## src/rtl/sram_port_arbiter.sv

```systemverilog
// Datapath-priority arbiter granting a 4-phase host port access to line-buffer SRAM banks.
// Optional host starvation timeout is built when ARB_HOST_TIMEOUT_EN is defined.
module sram_port_arbiter #(
    parameter int SRAM_SIZE      = 18,
    parameter int ADDR_WIDTH     = 12,
    parameter int DATA_WIDTH     = 12,
    parameter int TIMEOUT_CYCLES = 1024
) (
    input  logic                            clk,
    input  logic                            rst_n,
    input  logic                            dp_active_i,
    input  logic [SRAM_SIZE-1:0]            dp_rden_i,
    input  logic [SRAM_SIZE-1:0]            dp_wren_i,
    input  logic [ADDR_WIDTH-1:0]           dp_addr_i,
    input  logic [DATA_WIDTH-1:0]           dp_wdata_i,
    input  logic                            host_req_i,
    input  logic                            host_we_i,
    input  logic [4:0]                      host_bank_i,
    input  logic [ADDR_WIDTH-1:0]           host_addr_i,
    input  logic [DATA_WIDTH-1:0]           host_wdata_i,
    output logic                            host_ack_o,
    output logic                            host_err_o,
    output logic [DATA_WIDTH-1:0]           host_rdata_o,
    output logic [SRAM_SIZE-1:0]            sram_rden_o,
    output logic [SRAM_SIZE-1:0]            sram_wren_o,
    output logic [ADDR_WIDTH-1:0]           sram_addr_o,
    output logic [DATA_WIDTH-1:0]           sram_wdata_o,
    input  logic [SRAM_SIZE*DATA_WIDTH-1:0] sram_rdata_i
);

    typedef enum logic [1:0] {IDLE, ACCESS, CAPTURE, DONE} state_e;

    state_e                  state_q, state_d;
    logic [4:0]              bank_q, bank_d;
    logic [ADDR_WIDTH-1:0]   addr_q, addr_d;
    logic                    we_q, we_d;
    logic [DATA_WIDTH-1:0]   wdata_q, wdata_d;
    logic                    err_q, err_d;
    logic [DATA_WIDTH-1:0]   rdata_q, rdata_d;
    logic                    host_grant;
    logic                    bank_bad;
    logic                    tmo_hit;
    logic [SRAM_SIZE-1:0]    bank_sel;
    logic [DATA_WIDTH-1:0]   bank_rdata;

    assign bank_bad   = int'(host_bank_i) >= SRAM_SIZE;
    assign host_grant = (state_q == ACCESS) && !dp_active_i;

    always_comb begin
        bank_sel   = '0;
        bank_rdata = '0;
        for (int b = 0; b < SRAM_SIZE; b++) begin
            if (int'(bank_q) == b) begin
                bank_sel[b] = 1'b1;
                bank_rdata  = sram_rdata_i[b*DATA_WIDTH +: DATA_WIDTH];
            end
        end
    end

    // Zero-latency mux: the datapath sees the array untouched unless the host holds the grant.
    always_comb begin
        sram_rden_o  = dp_rden_i;
        sram_wren_o  = dp_wren_i;
        sram_addr_o  = dp_addr_i;
        sram_wdata_o = dp_wdata_i;
        if (host_grant) begin
            sram_rden_o  = we_q ? '0 : bank_sel;
            sram_wren_o  = we_q ? bank_sel : '0;
            sram_addr_o  = addr_q;
            sram_wdata_o = wdata_q;
        end
    end

`ifdef ARB_HOST_TIMEOUT_EN
    localparam int CW = $clog2(TIMEOUT_CYCLES + 1);

    logic [CW-1:0] tmo_q, tmo_d;
    logic          starving;

    assign starving = (state_q == IDLE) && host_req_i && dp_active_i;
    assign tmo_hit  = starving && (tmo_q == CW'(TIMEOUT_CYCLES - 1));

    always_comb begin
        tmo_d = '0;
        if (starving) tmo_d = tmo_q + CW'(1);
    end

    always_ff @(posedge clk or negedge rst_n) begin
        if (!rst_n) tmo_q <= '0;
        else        tmo_q <= tmo_d;
    end
`else
    logic unused_tmo;
    assign unused_tmo = (TIMEOUT_CYCLES != 0);
    assign tmo_hit    = 1'b0;
`endif

    always_comb begin
        state_d = state_q;
        bank_d  = bank_q;
        addr_d  = addr_q;
        we_d    = we_q;
        wdata_d = wdata_q;
        err_d   = err_q;
        rdata_d = rdata_q;
        unique case (state_q)
            IDLE: begin
                if (host_req_i) begin
                    if (bank_bad || tmo_hit) begin
                        state_d = DONE;
                        err_d   = 1'b1;
                    end else if (!dp_active_i) begin
                        state_d = ACCESS;
                        bank_d  = host_bank_i;
                        addr_d  = host_addr_i;
                        we_d    = host_we_i;
                        wdata_d = host_wdata_i;
                    end
                end
            end
            ACCESS:  state_d = dp_active_i ? IDLE : CAPTURE;
            CAPTURE: begin
                rdata_d = we_q ? '0 : bank_rdata;
                state_d = DONE;
            end
            DONE: begin
                if (!host_req_i) begin
                    state_d = IDLE;
                    err_d   = 1'b0;
                end
            end
            default: state_d = IDLE;
        endcase
    end

    always_ff @(posedge clk or negedge rst_n) begin
        if (!rst_n) begin
            state_q <= IDLE;
            bank_q  <= '0;
            addr_q  <= '0;
            we_q    <= 1'b0;
            wdata_q <= '0;
            err_q   <= 1'b0;
            rdata_q <= '0;
        end else begin
            state_q <= state_d;
            bank_q  <= bank_d;
            addr_q  <= addr_d;
            we_q    <= we_d;
            wdata_q <= wdata_d;
            err_q   <= err_d;
            rdata_q <= rdata_d;
        end
    end

    assign host_ack_o   = (state_q == DONE);
    assign host_err_o   = err_q;
    assign host_rdata_o = rdata_q;

endmodule
```

## config.mk

```make
export PLATFORM = sky130hd
export DESIGN_NAME = sram_port_arbiter
export DESIGN_NICKNAME = d
export VERILOG_FILES = /design/src/rtl/sram_port_arbiter.sv
export SDC_FILE = /design/constraint.sdc
export NUM_CORES = 1
export LEC_CHECK = 0
export ABC_CLOCK_PERIOD_IN_PS = 3700
export BUFFER_PORTS_ARGS = -buffer_cell sky130_fd_sc_hd__buf_4
export CORE_AREA = 2 2 151 153
export DETAILED_ROUTE_END_ITERATION = 8
export DIE_AREA = 0 0 153 155
export PLACE_DENSITY = 0.62
export RECOVER_POWER = 25
export SLEW_MARGIN = 20
export SYNTH_ARGS = -nofsm -noshare
export SYNTH_HDL_FRONTEND = slang
export SYNTH_SLANG_ARGS = --single-unit
```

## constraint.sdc

```tcl
create_clock -name clk -period 3.7 [get_ports clk]
set_input_delay 0.37 -clock clk [delete_from_list [all_inputs] [get_ports clk]]
set_output_delay 0.37 -clock clk [all_outputs]
set_load 0.05 [all_outputs]
```

# Yosys cells after proc, flatten, opt, wreduce, memory -nomap -nowiden
# Cells that the tools add are included.
dict set report op_classes {
  addsub 0
  shift 0
  reduce_logical 8
  mux 53
  n_eq_ne 24
  n_lt_le_gt_ge 1
  n_bitwise 2
  div 0
  multipliers 0
}
# cell n
set ops {}
lappend ops {{12-bit two-way mux} 21}
lappend ops {{18-bit two-way mux} 4}
lappend ops {{5-bit == test, second input constant} 10}
lappend ops {{1-bit two-way mux} 21}
lappend ops {{5-bit by 4-bit == test with 1-bit output, second input constant} 4}
lappend ops {{5-bit by 3-bit == test with 1-bit output, second input constant} 2}
lappend ops {{2-bit two-way mux} 5}
lappend ops {{2-bit one-hot mux with 4 select lines} 1}
lappend ops {{4-bit AND reduction} 2}
lappend ops {{2-bit != test, second input constant} 3}
lappend ops {{5-bit by 2-bit == test with 1-bit output, second input constant} 1}
lappend ops {{5-bit >= comparator, second input constant} 1}
lappend ops {{5-bit logical NOT} 1}
lappend ops {{2-bit == test, second input constant} 2}
lappend ops {{3-bit != test, second input constant} 1}
lappend ops {{3-bit AND reduction} 1}
lappend ops {{2-bit by 1-bit == test with 1-bit output, second input constant} 1}
lappend ops {{2-bit logical NOT} 1}
lappend ops {{1-bit NOT} 2}
lappend ops {{1-bit one-hot mux with 2 select lines} 1}
lappend ops {{2-bit nonzero test} 1}
lappend ops {{1-bit logical AND} 1}
lappend ops {{1-bit logical NOT} 1}
dict set report word_totals {
  regBits 45
  in_bits 310
  out_inout_bits 74
  latchBits 0
  ramBits 0
  rom_bits 0
  mem_count 0
  wordCells 95
}

# Depth between registers and ports, before layout
# Gate-level depths: netlist of run 1.
dict set report depth {
  word_depth 20
  ltp_mapped 9
  mapped_depth_nobuf 5
}

# Worst setup path after synthesis of run 1
# OpenSTA, ideal clock, no wires.
dict set report synth_path {
  path_kind {reg2out}
  start {reg bank_q[2]}
  end {out sram_wren_o[1]}
  slack_ns 0.973
  stages_incl_launch_ff 6
  required_ns 3.330
  arrival_time_ns 2.357
  n_path_buf 2
  cell_sequence {dfrtp_1 buf_4 buf_6 nor3_2 nand2_1 o31ai_1}
}
dict set report synth_via {
  elab_chain_cells 4
}
# item line_no
set synth_rtl {}
lappend synth_rtl {{from (decl)} 34} ;# logic [4:0] bank_q, bank_d;
lappend synth_rtl {{from (signal assigned)} 147} ;# bank_q <= bank_d;
lappend synth_rtl {{5-bit by 2-bit == test with 1-bit output} 53} ;# if (int'(bank_q) == b) begin
lappend synth_rtl {{1-bit two-way mux} 53}
lappend synth_rtl {{18-bit two-way mux} 68} ;# sram_wren_o = we_q ? bank_sel : '0;
lappend synth_rtl {{18-bit two-way mux} 66} ;# if (host_grant) begin
lappend synth_rtl {{to (decl)} 25} ;# output logic [SRAM_SIZE-1:0] sram_wren_o,
# No other way between the ends.

# Worst setup path in the final report of run 1
dict set report layout_path {
  start {reg bank_q[4]}
  end {out sram_wren_o[15]}
}
dict set report layout_via {
  elab_chain_cells 4
}
# item line_no
set layout_rtl {}
lappend layout_rtl {{5-bit == test} 53}
lappend layout_rtl {{1-bit two-way mux} 53}
lappend layout_rtl {{18-bit two-way mux} 68}
lappend layout_rtl {{18-bit two-way mux} 66}
# No other way between the ends.

==> results of run 1 <==
## kinds of logic after synthesis
logic type | share of synthesized area
simple gates | 0.302
compound gates | 0.271
buf+inv | 0.0691
mux | 0.133
flops | 0.225
## final timing paths
path / to / slack, ps
max in group asynchronous: bank_q[1] / 3090
setup reg to reg: host_rdata_o[2] / 1000
min in group clk: addr_q[1] / 290
hold / removal: addr_q[2] / 90
hold reg to reg: addr_q[9] / 510
setup / recovery: sram_wren_o[15] / 770
## power groups by stage
stage	Clock, mW	Sequential, mW	Combinational [mW]
after floorplan	0	1.01	2.67
after global placement	0	1.06	3.98
after detailed placement	0	1.08	3.98
after CTS	0.576	1.07	4.00
after global routing	0.595	1.12	4.26
final	0.567	1.08	4.01
## cells in the mapped netlist (6+ instances only)
library cell and count:
a21oi_1 37, a221o_1 10, a32oi_1 7, and3_1 13
and3b_1 6, buf_2 21, buf_4 7, buf_6 6
clkbuf_1 24, dfrtp_1 45, mux2_2 37, mux2i_1 19
nand2_1 143, nand2b_1 15, nand3_1 14, nor2_1 33
nor2b_1 7, nor3_1 7, nor3b_1 6, nor4_1 9
o21ai_0 59, o22ai_1 8, o31ai_1 10
## sequential cells by signal, summed over array words and instances, names as in the netlist
name / cells
addr_q: 12
host_rdata_o: 12
wdata_q: 12
bank_q: 5
state_q: 2
host_err_o: 1
we_q: 1
## cell type report
type	count	share of cell area
clock inverters	3	0.00607
flip-flops and latches	45	0.137
clock buffers	5	0.0152
well taps	285	0.0432
multi-input cells	553	0.428
repair buffers	404	0.368
inverters	5	0.00228
## metal layers
metal / part of all wire / routed length, um / track usage
met1: 0.39 / 11900 / 0.297
met2: 0.48 / 14700 / 0.425
met4: 0.025 / 775 / 0.0688
met3: 0.096 / 2930 / 0.0760
met5: 0.0019 / 57 / 0
## through the flow
stage | cell area (sq um) | std cells | setup slack (ps)
after global placement | 8070 | 1292 | 1100
final | 8250 | 1300 | 772
after CTS | 8250 | 1300 | 812
after detailed placement | 8070 | 1292 | 1040
after global routing | 8250 | 1300 | 620
after floorplan | 4990 | 664 | 973
==> summary.md, run 1 <==
| Metric | Value |
|---|---|
| RSZ-0062 raised after global routing | `no` |
| Proportion of power drawn by combinational gates | `0.709` |
| Sw Share | `0.551` |
| Slew @ Worst Pin | `between 900 and 1000 ps` |
| FILL cells | `~2400` |
| Crit Path Class | `register to primary output` |
| Clock share of power | `0.100` |
| DRC Markers | `0` |
| FF+latch count, synth | `45` |
| Cell Pwr Density | `around 690 nW/um^2` |
| FMAX | `between 300 and 400 MHz` |
| Final Max Slew Viols | `0` |
| Share of post-route cells with drive strength above 1 | `0.463` |
| Final setup vio count | `0` |
| Ys async rst share | `1.00` |
| IO buf count | `roughly 380` |
| EDFF count, synth | `0` |
| Vias | `6856` |
| Mapped Nets | `slightly below 1000` |
| Hold_ws | `around 87 ps` |
| Peak supply drop | `around 0.00030 V` |
| Worst setup EP type | `primary output` |
| Register area share after synthesis | `0.225` |
| Worst-path clk slew | `roughly 70 ps` |
| Nature of the critical path startpoint | `register` |
| Worst rel slew slack | `0.385` |
| Post_cts resized | `0` |
| Clock H-tree levels | `2` |
| Area growth syn-to-layout | `65.1%` |
| Via/cell ratio | `~5.3` |
| Chip Height | `~160 um` |
| Min-Delay Path Class | `input port to asynchronous set/reset pin` |
| Die ar. | `between 20000 and 25000 sq um` |
| Reg area | `approximately 1100 sq um` |
| Syn. warnings | `0` |
| CTS sink cnt | `between 40 and 50` |
| Largest net degree at the start of global routing | `between 40 and 50` |
| GRT Overall Usage | `0.246` |
| CTS tree | `built` |
| Slowest-stage cell, CP | `dfrtp_1` |
| CP peak stage delay | `between 900 and 1000 ps` |
| P_int | `2.54 mW` |
| P_leak | `between 3 and 4 nW` |
| Switching Power | `approximately 3.1 mW` |
| Primary flip-flop cell chosen by synthesis mapping | `dfrtp_1` |
| Synth unique cells | `73` |
| Effective utilization at floorplan | `0.225` |
| GP Congestion | `about 0.9` |
| Routed Antenna Nets | `0` |
| Grt ovf | `0` |
| Final min period | `roughly 2900 ps` |
| CP Max Fanout | `28` |
| Clock skew after layout | `13.1 ps` |
| Antenna fix cells | `0` |
| CP most frequent cell | `buf_4` |
| Netlist Area Pre-Place | `roughly 5000 sq um` |
| Clock Latency Late Sink | `a little over 300 ps` |
| CTS Buffer Depth | `2` |
| Footprint of the multi-input gates | `between 3000 and 4000 sq um` |
| Drt wl/cell | `23.4 um` |
| Commonest non-fill, non-tap cell in the layout | `buf_4` |
| Clock root buffer | `clkbuf_16` |
| Sequential Power Share | `0.191` |
| Critical path buffer and inverter count | `2` |
| FF-to-FF path depth | `5` |
| Synth top area share | `0.225` |
| I/O pin cnt | `384` |
| Post-Syn Instances | `between 600 and 700` |
| First-pass GRT wire length | `about 44000 um` |
| Worst r2r src | `bank_q[4]` |
| DR iter-0 viols | `between 400 and 500` |
| Mapped Avg Cell Area | `roughly 7.5 sq um` |
| Detailed placement HPWL | `between 20000 and 25000 um` |
| Inserted Clock Buffers | `5` |
| CTS Hold Bufs | `0` |
| Leading post-synthesis cells by cell area | `dfrtp_1 23%, nand2_1 11%, mux2_2 8.3%, o21ai_0 5.9%, mux2i_1 3.8%` |
| Yosys top cell by area | `dfrtp_1` |
| MaxCap Viol Count | `0` |
| Crit path max-delay family | `flip-flops` |
| Final Cycle Share | `0.791` |
| Launch point of the worst path | `bank_q[4]` |
| Critical path depth | `5` |
| Crit path arrival time | `roughly 2600 ps` |
| DR pass1 iterations | `8` |
| Core area | `about 22000 sq um` |
| Total power | `approximately 5.7 mW` |
| Final setup TNS | `0 ps` |
| # nets final | `around 1300` |
| Initial antenna violation count | `4` |
| Layout Utilization | `0.371` |
| Final Hold Fails | `0` |
| Critical Path, Cell by Cell | `and3b_1 -> buf_4 -> nand2_1 -> o21ai_0 -> buf_4` |
| Commonest cells after routing, fill and taps aside | `404 x buf_4, 143 x nand2_1, 59 x o21ai_0` |
| FP Rows | `between 50 and 60` |
| Post-Route WL | `around 30000 um` |
| Number of global-route vias before repair | `roughly 7000` |
| Status | `finished clean` |
| Die width | `about 150 um` |
| Setup repair bufs after CTS | `0` |
| CP required | `3330 ps` |
No activity file was read; power rests on OpenSTA's default activity.
==> run 2: changes to the inputs <==
Settings changed: ABC_CLOCK_PERIOD_IN_PS 3700 to 2740, CORE_AREA 2 2 151 153 to 2 2 148 150, DIE_AREA 0 0 153 155 to 0 0 150 152, PLACE_DENSITY 0.62 to 0.63.
Clock period 3.7 ns to 2.74 ns, I/O delays scaled along.
==> run 2 against run 1 <==
Net effect:
- critical path depth is the same
- clock skew shrank 3.9 ps
- via count shrank 0.16%
- largest cell class unchanged
- largest power group unchanged
- highest routed layer unchanged
==> summary.md, run 2 (same netlist as run 1, synthesis figures left out) <==
| Metric | Value |
|---|---|
| MaxCap Viol Count | `0` |
| Chip Height | `152 um` |
| Proportion of power drawn by combinational gates | `0.723` |
| Layout Utilization | `0.393` |
| P_int | `approximately 3.6 mW` |
| FMAX | `between 300 and 400 MHz` |
| Slowest-stage cell, CP | `dfrtp_2` |
| Final Cycle Share | `0.939` |
| Critical path buffer and inverter count | `2` |
| I/O pin cnt | `384` |
| Worst-path clk slew | `around 80 ps` |
| Final setup TNS | `0 ps` |
| Post-Route WL | `approximately 30000 um` |
| Area growth syn-to-layout | `68.1%` |
| FILL cells | `~2300` |
| Status | `finished clean` |
| Commonest non-fill, non-tap cell in the layout | `buf_4` |
| Sequential Power Share | `0.178` |
| Cell Pwr Density | `between 900 and 1000 nW/um^2` |
| Switching Power | `4.21 mW` |
| Final min period | `~2600 ps` |
| Pre-CTS setup slack | `between 300 and 400 ps` |
| P_leak | `approximately 4.1 nW` |
| Final setup vio count | `0` |
| Final Max Slew Viols | `0` |
| CP peak stage delay | `~640 ps` |
| DRC Markers | `0` |
| Crit path arrival time | `around 2300 ps` |
| Setup repair bufs after CTS | `0` |
| CTS Buffer Depth | `2` |
| Via/cell ratio | `between 5 and 6` |
| Clock Latency Late Sink | `310 ps` |
| GRT Overall Usage | `0.255` |
| CTS sink cnt | `45` |
| Clock H-tree levels | `2` |
| Effective utilization at floorplan | `0.234` |
| Worst setup EP type | `primary output` |
| Worst rel slew slack | `0.106` |
| Core area | `around 21000 sq um` |
| Peak supply drop | `just over 0.0004 V` |
| Detailed placement HPWL | `~25000 um` |
| First-pass GRT wire length | `between 40000 and 50000 um` |
| Crit path max-delay family | `simple AND/OR/NAND/NOR gates` |
| Clock skew after layout | `roughly 9.2 ps` |
| CP required | `between 2000 and 2500 ps` |
| IO buf count | `383` |
| Initial antenna violation count | `3` |
| Die ar. | `about 23000 sq um` |
| Vias | `a little under 7000` |
| Final Hold Fails | `0` |
| CP Max Fanout | `24` |
| Critical Path, Cell by Cell | `or3b_1 -> buf_4 -> nor2_1 -> a22o_1 -> buf_4` |
| RSZ-0062 raised after global routing | `no` |
| CTS tree | `built` |
| DR pass1 iterations | `5` |
| Slew @ Worst Pin | `~1300 ps` |
| Routed Antenna Nets | `0` |
| Number of global-route vias before repair | `between 6000 and 7000` |
| Drt wl/cell | `between 20 and 25 um` |
| FP Rows | `54` |
| Commonest cells after routing, fill and taps aside | `420 x buf_4, 142 x nand2_1, 59 x o21ai_0` |
| Inserted Clock Buffers | `5` |
| Final worst slack | `~170 ps` |
| Nature of the critical path startpoint | `register` |
| Clock root buffer | `clkbuf_16` |
| Crit Path Class | `register to primary output` |
| GP Congestion | `between 0.9 and 1` |
| Grt ovf | `0` |
| DR iter-0 viols | `544` |
| Sw Share | `0.540` |
| Die width | `around 150 um` |
| Min-Delay Path Class | `input port to register` |
| # nets final | `around 1300` |
| Share of post-route cells with drive strength above 1 | `0.473` |
| Largest net degree at the start of global routing | `46` |
| CP most frequent cell | `buf_4` |
| Clock share of power | `0.099` |
## run 2: cell types whose count changed in the layout (fill, tap and decap cells not counted)
cell,delta
nand2_2,+1
diode_2,+1
clkinv_4,-1
nor3b_4,+1
inv_8,-1
nand2_1,-1
clkbuf_2,+1
buf_4,+16
inv_6,+2
nor3b_2,-1
buf_12,+1
## run 2: final timing paths
check	start	end	slack, ps	cells after the start
worst max-delay path	bank_q[2]	sram_rden_o[6]	170	5
worst min-delay path	host_wdata_i[3]	wdata_q[3]	190	2
worst max register to register	bank_q[1]	host_rdata_o[4]	360	6
worst min register to register	host_rdata_o[10]	host_rdata_o[10]	510	1
max in group asynchronous	rst_n	bank_q[1]	1530	1
min in group asynchronous	rst_n	host_rdata_o[3]	230	1
## run 2: power groups by stage
stage	clock network, mW	registers, mW	logic, mW
floorplan	0	1.37	3.61
global placement	0	1.37	5.57
detailed placement	0	1.38	5.59
CTS	0.789	1.38	5.60
global route	0.804	1.45	6.00
finish	0.768	1.39	5.64
## run 2: timing repair
action / in CTS / in global routing
hold buffers: 0 / 0
resized for setup: 0 / 2
setup endpoints to repair: 0 / 5
## run 2: cell type report
| cell class | count | area, sq um | area share |
|---|---|---|---|
| Antenna cell | 1 | 2.50 | 0.000298 |
| Tap cell | 280 | 350 | 0.0417 |
| Inverter | 5 | 18.8 | 0.00224 |
| Sequential cell | 45 | 1130 | 0.135 |
| Clock inverter | 3 | 47.5 | 0.00566 |
| Clock buffer | 5 | 125 | 0.0149 |
| Timing Repair Buffer | 422 | 3180 | 0.379 |
| Multi-Input combinational cell | 553 | 3540 | 0.422 |
## run 2: metal layers
layer,global-route usage,wire (um)
met1,0.281,10800
met2,0.436,14500
met3,0.0964,3710
met4,0.106,1230
met5,0,23
## run 2: metrics by stage
stage | hold slack (ps) | instance area (sq um) | total power, mW | instances
after detailed placement | 346 | 8210 | 6.97 | 1305
after global placement | 344 | 8210 | 6.94 | 1305
after CTS | 17.6 | 8390 | 7.76 | 1313
final | 191 | 8400 | 7.79 | 1314
after floorplan | -21.6 | 4990 | 4.98 | 664
after global routing | 184 | 8400 | 8.25 | 1314
==> run 3: changes to the inputs <==
Settings changed: ABC_AREA set to 1, CORE_AREA 2 2 148 150 to 2 2 150 152, DIE_AREA 0 0 150 152 to 0 0 152 154, PLACE_DENSITY 0.63 to 0.59.
==> run 3 against run 2 <==
Net effect:
- sequential share of layout area is 0.94 points higher
- worst hold slack better by 17 ps
- synthesized cell count increased by 14%
- clock-buffer cell count up 1
- global-route usage down 4.8 points
- power decreased by 25%
- first-iteration DRC count fell by 31%
- wire length is 16% lower
- final area shrank 7.0%
- synthesized area is 13% lower
- register-to-register slack got worse by 80 ps
- clock power fell by 4.2%
- critical path type is now register to register
- critical endpoint is now host_rdata_o[11]
- largest cell class is now non-clock buffers
- largest power group unchanged
- highest routed layer is now met4
==> summary.md, run 3 <==
| Metric | Value |
|---|---|
| Status | `finished clean` |
| Post_cts resized | `0` |
| CTS sink cnt | `45` |
| Proportion of power drawn by combinational gates | `0.671` |
| Sw Share | `0.528` |
| Hold path depth | `2` |
| Peak supply drop | `0.000461 V` |
| Register area share after synthesis | `0.258` |
| Synth unique cells | `27` |
| Min-Delay Path Class | `input port to register` |
| CP Max Fanout | `17` |
| Clock share of power | `0.125` |
| Top cells by count, synth | `322 x nand2_1, 83 x nor2_1, 61 x inv_1` |
| Syn. warnings | `0` |
| Hold_ws | `just over 200 ps` |
| Synth top area share | `0.277` |
| Finished Cell Area | `7800 sq um` |
| Cell Pwr Density | `about 750 nW/um^2` |
| Worst rel slew slack | `0.164` |
| Initial antenna violation count | `0` |
| Final setup vio count | `0` |
| Sequential Power Share | `0.204` |
| Final setup TNS | `0 ps` |
| Vias | `between 6000 and 7000` |
| Clock root buffer | `clkbuf_16` |
| Clock H-tree levels | `2` |
| CP most frequent cell | `nand2_1` |
| Antenna fix cells | `0` |
| Final Max Slew Viols | `0` |
| FF+latch count, synth | `between 40 and 50` |
| FMAX | `between 400 and 500 MHz` |
| Mapped Nets | `between 1000 and 1500` |
| Netlist Area Pre-Place | `approximately 4400 sq um` |
| Final worst slack | `about 280 ps` |
| Final Cycle Share | `0.897` |
| Ys async rst share | `1.00` |
| Grt ovf | `0` |
| Worst-path clk slew | `70 ps` |
| Die width | `approximately 150 um` |
| Core area | `between 20000 and 25000 sq um` |
| CTS tree | `built` |
| Clock skew after layout | `between 7 and 8 ps` |
| Worst setup EP type | `register` |
| Nature of the critical path startpoint | `register` |
| First-pass GRT wire length | `37200 um` |
| Slew @ Worst Pin | `around 1300 ps` |
| FP Rows | `54` |
| MaxCap Viol Count | `0` |
| Area growth syn-to-layout | `78.9%` |
| Routed Antenna Nets | `0` |
| GP Congestion | `roughly 0.93` |
| FILL cells | `2466` |
| Primary flip-flop cell chosen by synthesis mapping | `dfrtp_1` |
| I/O pin cnt | `384` |
| Via/cell ratio | `around 4.5` |
| Hold path endpoint | `addr_q[0]` |
| Detailed placement HPWL | `between 20000 and 25000 um` |
| Clock Latency Late Sink | `290 ps` |
| Post-Syn Instances | `756` |
| Largest net degree at the start of global routing | `46` |
| Slowest-stage cell, CP | `dfrtp_1` |
| FF-to-FF path depth | `13` |
| Post-Route WL | `between 20000 and 30000 um` |
| Inserted Clock Buffers | `5` |
| # nets final | `1446` |
| RSZ-0062 raised after global routing | `no` |
| CP required | `between 2000 and 3000 ps` |
| Die ar. | `~23000 sq um` |
| Drt wl/cell | `between 15 and 20 um` |
| Placed cell area | `approximately 7600 sq um` |
| Crit path arrival time | `about 2700 ps` |
| HP Start | `host_addr_i[0]` |
| GRT Overall Usage | `0.207` |
| EDFF count, synth | `0` |
| Number of global-route vias before repair | `between 6000 and 7000` |
| DRC Markers | `0` |
| Reg-to-reg endpoint | `host_rdata_o[11]` |
| Final min period | `2460 ps` |
| Mapped Avg Cell Area | `~5.8 sq um` |
| Leading post-synthesis cells by cell area | `nand2_1 28%, dfrtp_1 26%, nor2_1 7.1%, mux2_2 6.5%, nand4_1 6.0%` |
| Reg2Reg Setup Slack | `roughly 280 ps` |
| Effective utilization at floorplan | `0.201` |
| Commonest non-fill, non-tap cell in the layout | `buf_4` |
| DR iter-0 viols | `377` |
| Critical Path, Cell by Cell | `nor3_4 -> nand2_2 -> or2_0 -> nand2_1 -> nand4_1 -> nor2_1 -> nand4_1 -> nor2_1 -> nand4_1 -> nand2_1 -> nand3_1 -> nand2_1 -> nand2_1` |
| Worst r2r src | `bank_q[0]` |
| CTS Buffer Depth | `2` |
| DR pass1 iterations | `5` |
| Yosys top cell by area | `nand2_1` |
| P_leak | `~4.2 nW` |
| Switching Power | `3.11 mW` |
| Commonest cells after routing, fill and taps aside | `407 x buf_4, 322 x nand2_1, 83 x nor2_1` |
| Crit Path Class | `register to register` |
| Chip Height | `between 150 and 200 um` |
| Pre-CTS setup slack | `245 ps` |
| P_int | `2.77 mW` |
| Most frequent cell after synthesis | `nand2_1` |
| CP peak stage delay | `460 ps` |
| IO buf count | `between 300 and 400` |
| Share of post-route cells with drive strength above 1 | `0.413` |
| Final Hold Fails | `0` |
| Critical path buffer and inverter count | `0` |
| Crit path max-delay family | `simple AND/OR/NAND/NOR gates` |
## run 3: cell count changes after synthesis, moves of 19 or more
cell | previous run | this run
nand2_1 | 143 | 322
inv_1 | 5 | 61
nor2_1 | 33 | 83
nand4_1 | 1 | 42
nand3_1 | 14 | 34
o21ai_0 | 59 | 39
mux2i_1 | 19 | 0
## run 3: final cells by class
class	count	area (sq um)	share of cell area
repair buffers	408	3060	0.392
multi-input cells	611	2850	0.365
flip-flops and latches	45	1130	0.144
well taps	280	350	0.0449
inverters	65	244	0.0313
clock buffers	6	139	0.0178
clock inverters	2	37.5	0.00481
## run 3: logic make-up after synthesis
| group | synth area share |
|---|---|
| AND/OR/NAND/NOR | 0.506 |
| buffers and inverters | 0.0904 |
| AO/OA/AOI/OAI | 0.0786 |
| flip-flops | 0.258 |
| multiplexers | 0.0645 |
| XOR/XNOR | 0.00201 |
## run 3: how the worst max path moves through the flow
stage | start | end | slack [ps] | depth (start not counted)
floorplan | bank_q[4] | sram_rden_o[7] | 40 | 7
global placement | state_q[1] | sram_wren_o[13] | 290 | 5
detailed placement | bank_q[0] | host_rdata_o[10] | 250 | 14
CTS | state_q[1] | sram_wren_o[13] | 9 | 5
global route | bank_q[0] | host_rdata_o[10] | 20 | 14
finish | bank_q[0] | host_rdata_o[11] | 280 | 13
## run 3: power groups by stage
stage	Combinational (mW)	Sequential [mW]	Clock, mW
2_1_floorplan	2.21	1.41	0
3_5_place_dp	3.97	1.20	0
6_report	3.94	1.20	0.736
5_1_grt	4.26	1.24	0.781
3_3_place_gp	3.94	1.19	0
4_1_cts	3.97	1.20	0.756
## run 3: repair_timing
action | CTS | global route
endpoints found under the setup margin | 0 | 23
hold endpoints to repair | 0 | 0
hold buffers | 0 | 0
setup buffers | 0 | 2
## run 3: per-layer routing
layer,vias up,GRT usage,share of wire
met5,-,0,0
met4,0,0.0668,0.029
met3,39,0.0397,0.065
met2,290,0.356,0.48
met1,2836,0.260,0.42
li1,3154,-,-
## run 3: worst reg2reg max path: cells and delay by family, from the launching register on
family,cells,cell delay (ps)
and+or+nand+nor,13,1880
DFF,1,460
## run 3: through the flow
step | cells | total power [mW] | utilization
after floorplan | 756 | 3.62 | -
after global placement | 1407 | 5.14 | 0.351
after detailed placement | 1407 | 5.17 | 0.351
after CTS | 1415 | 5.93 | 0.359
after global routing | 1417 | 6.28 | 0.360
final | 1417 | 5.88 | 0.360
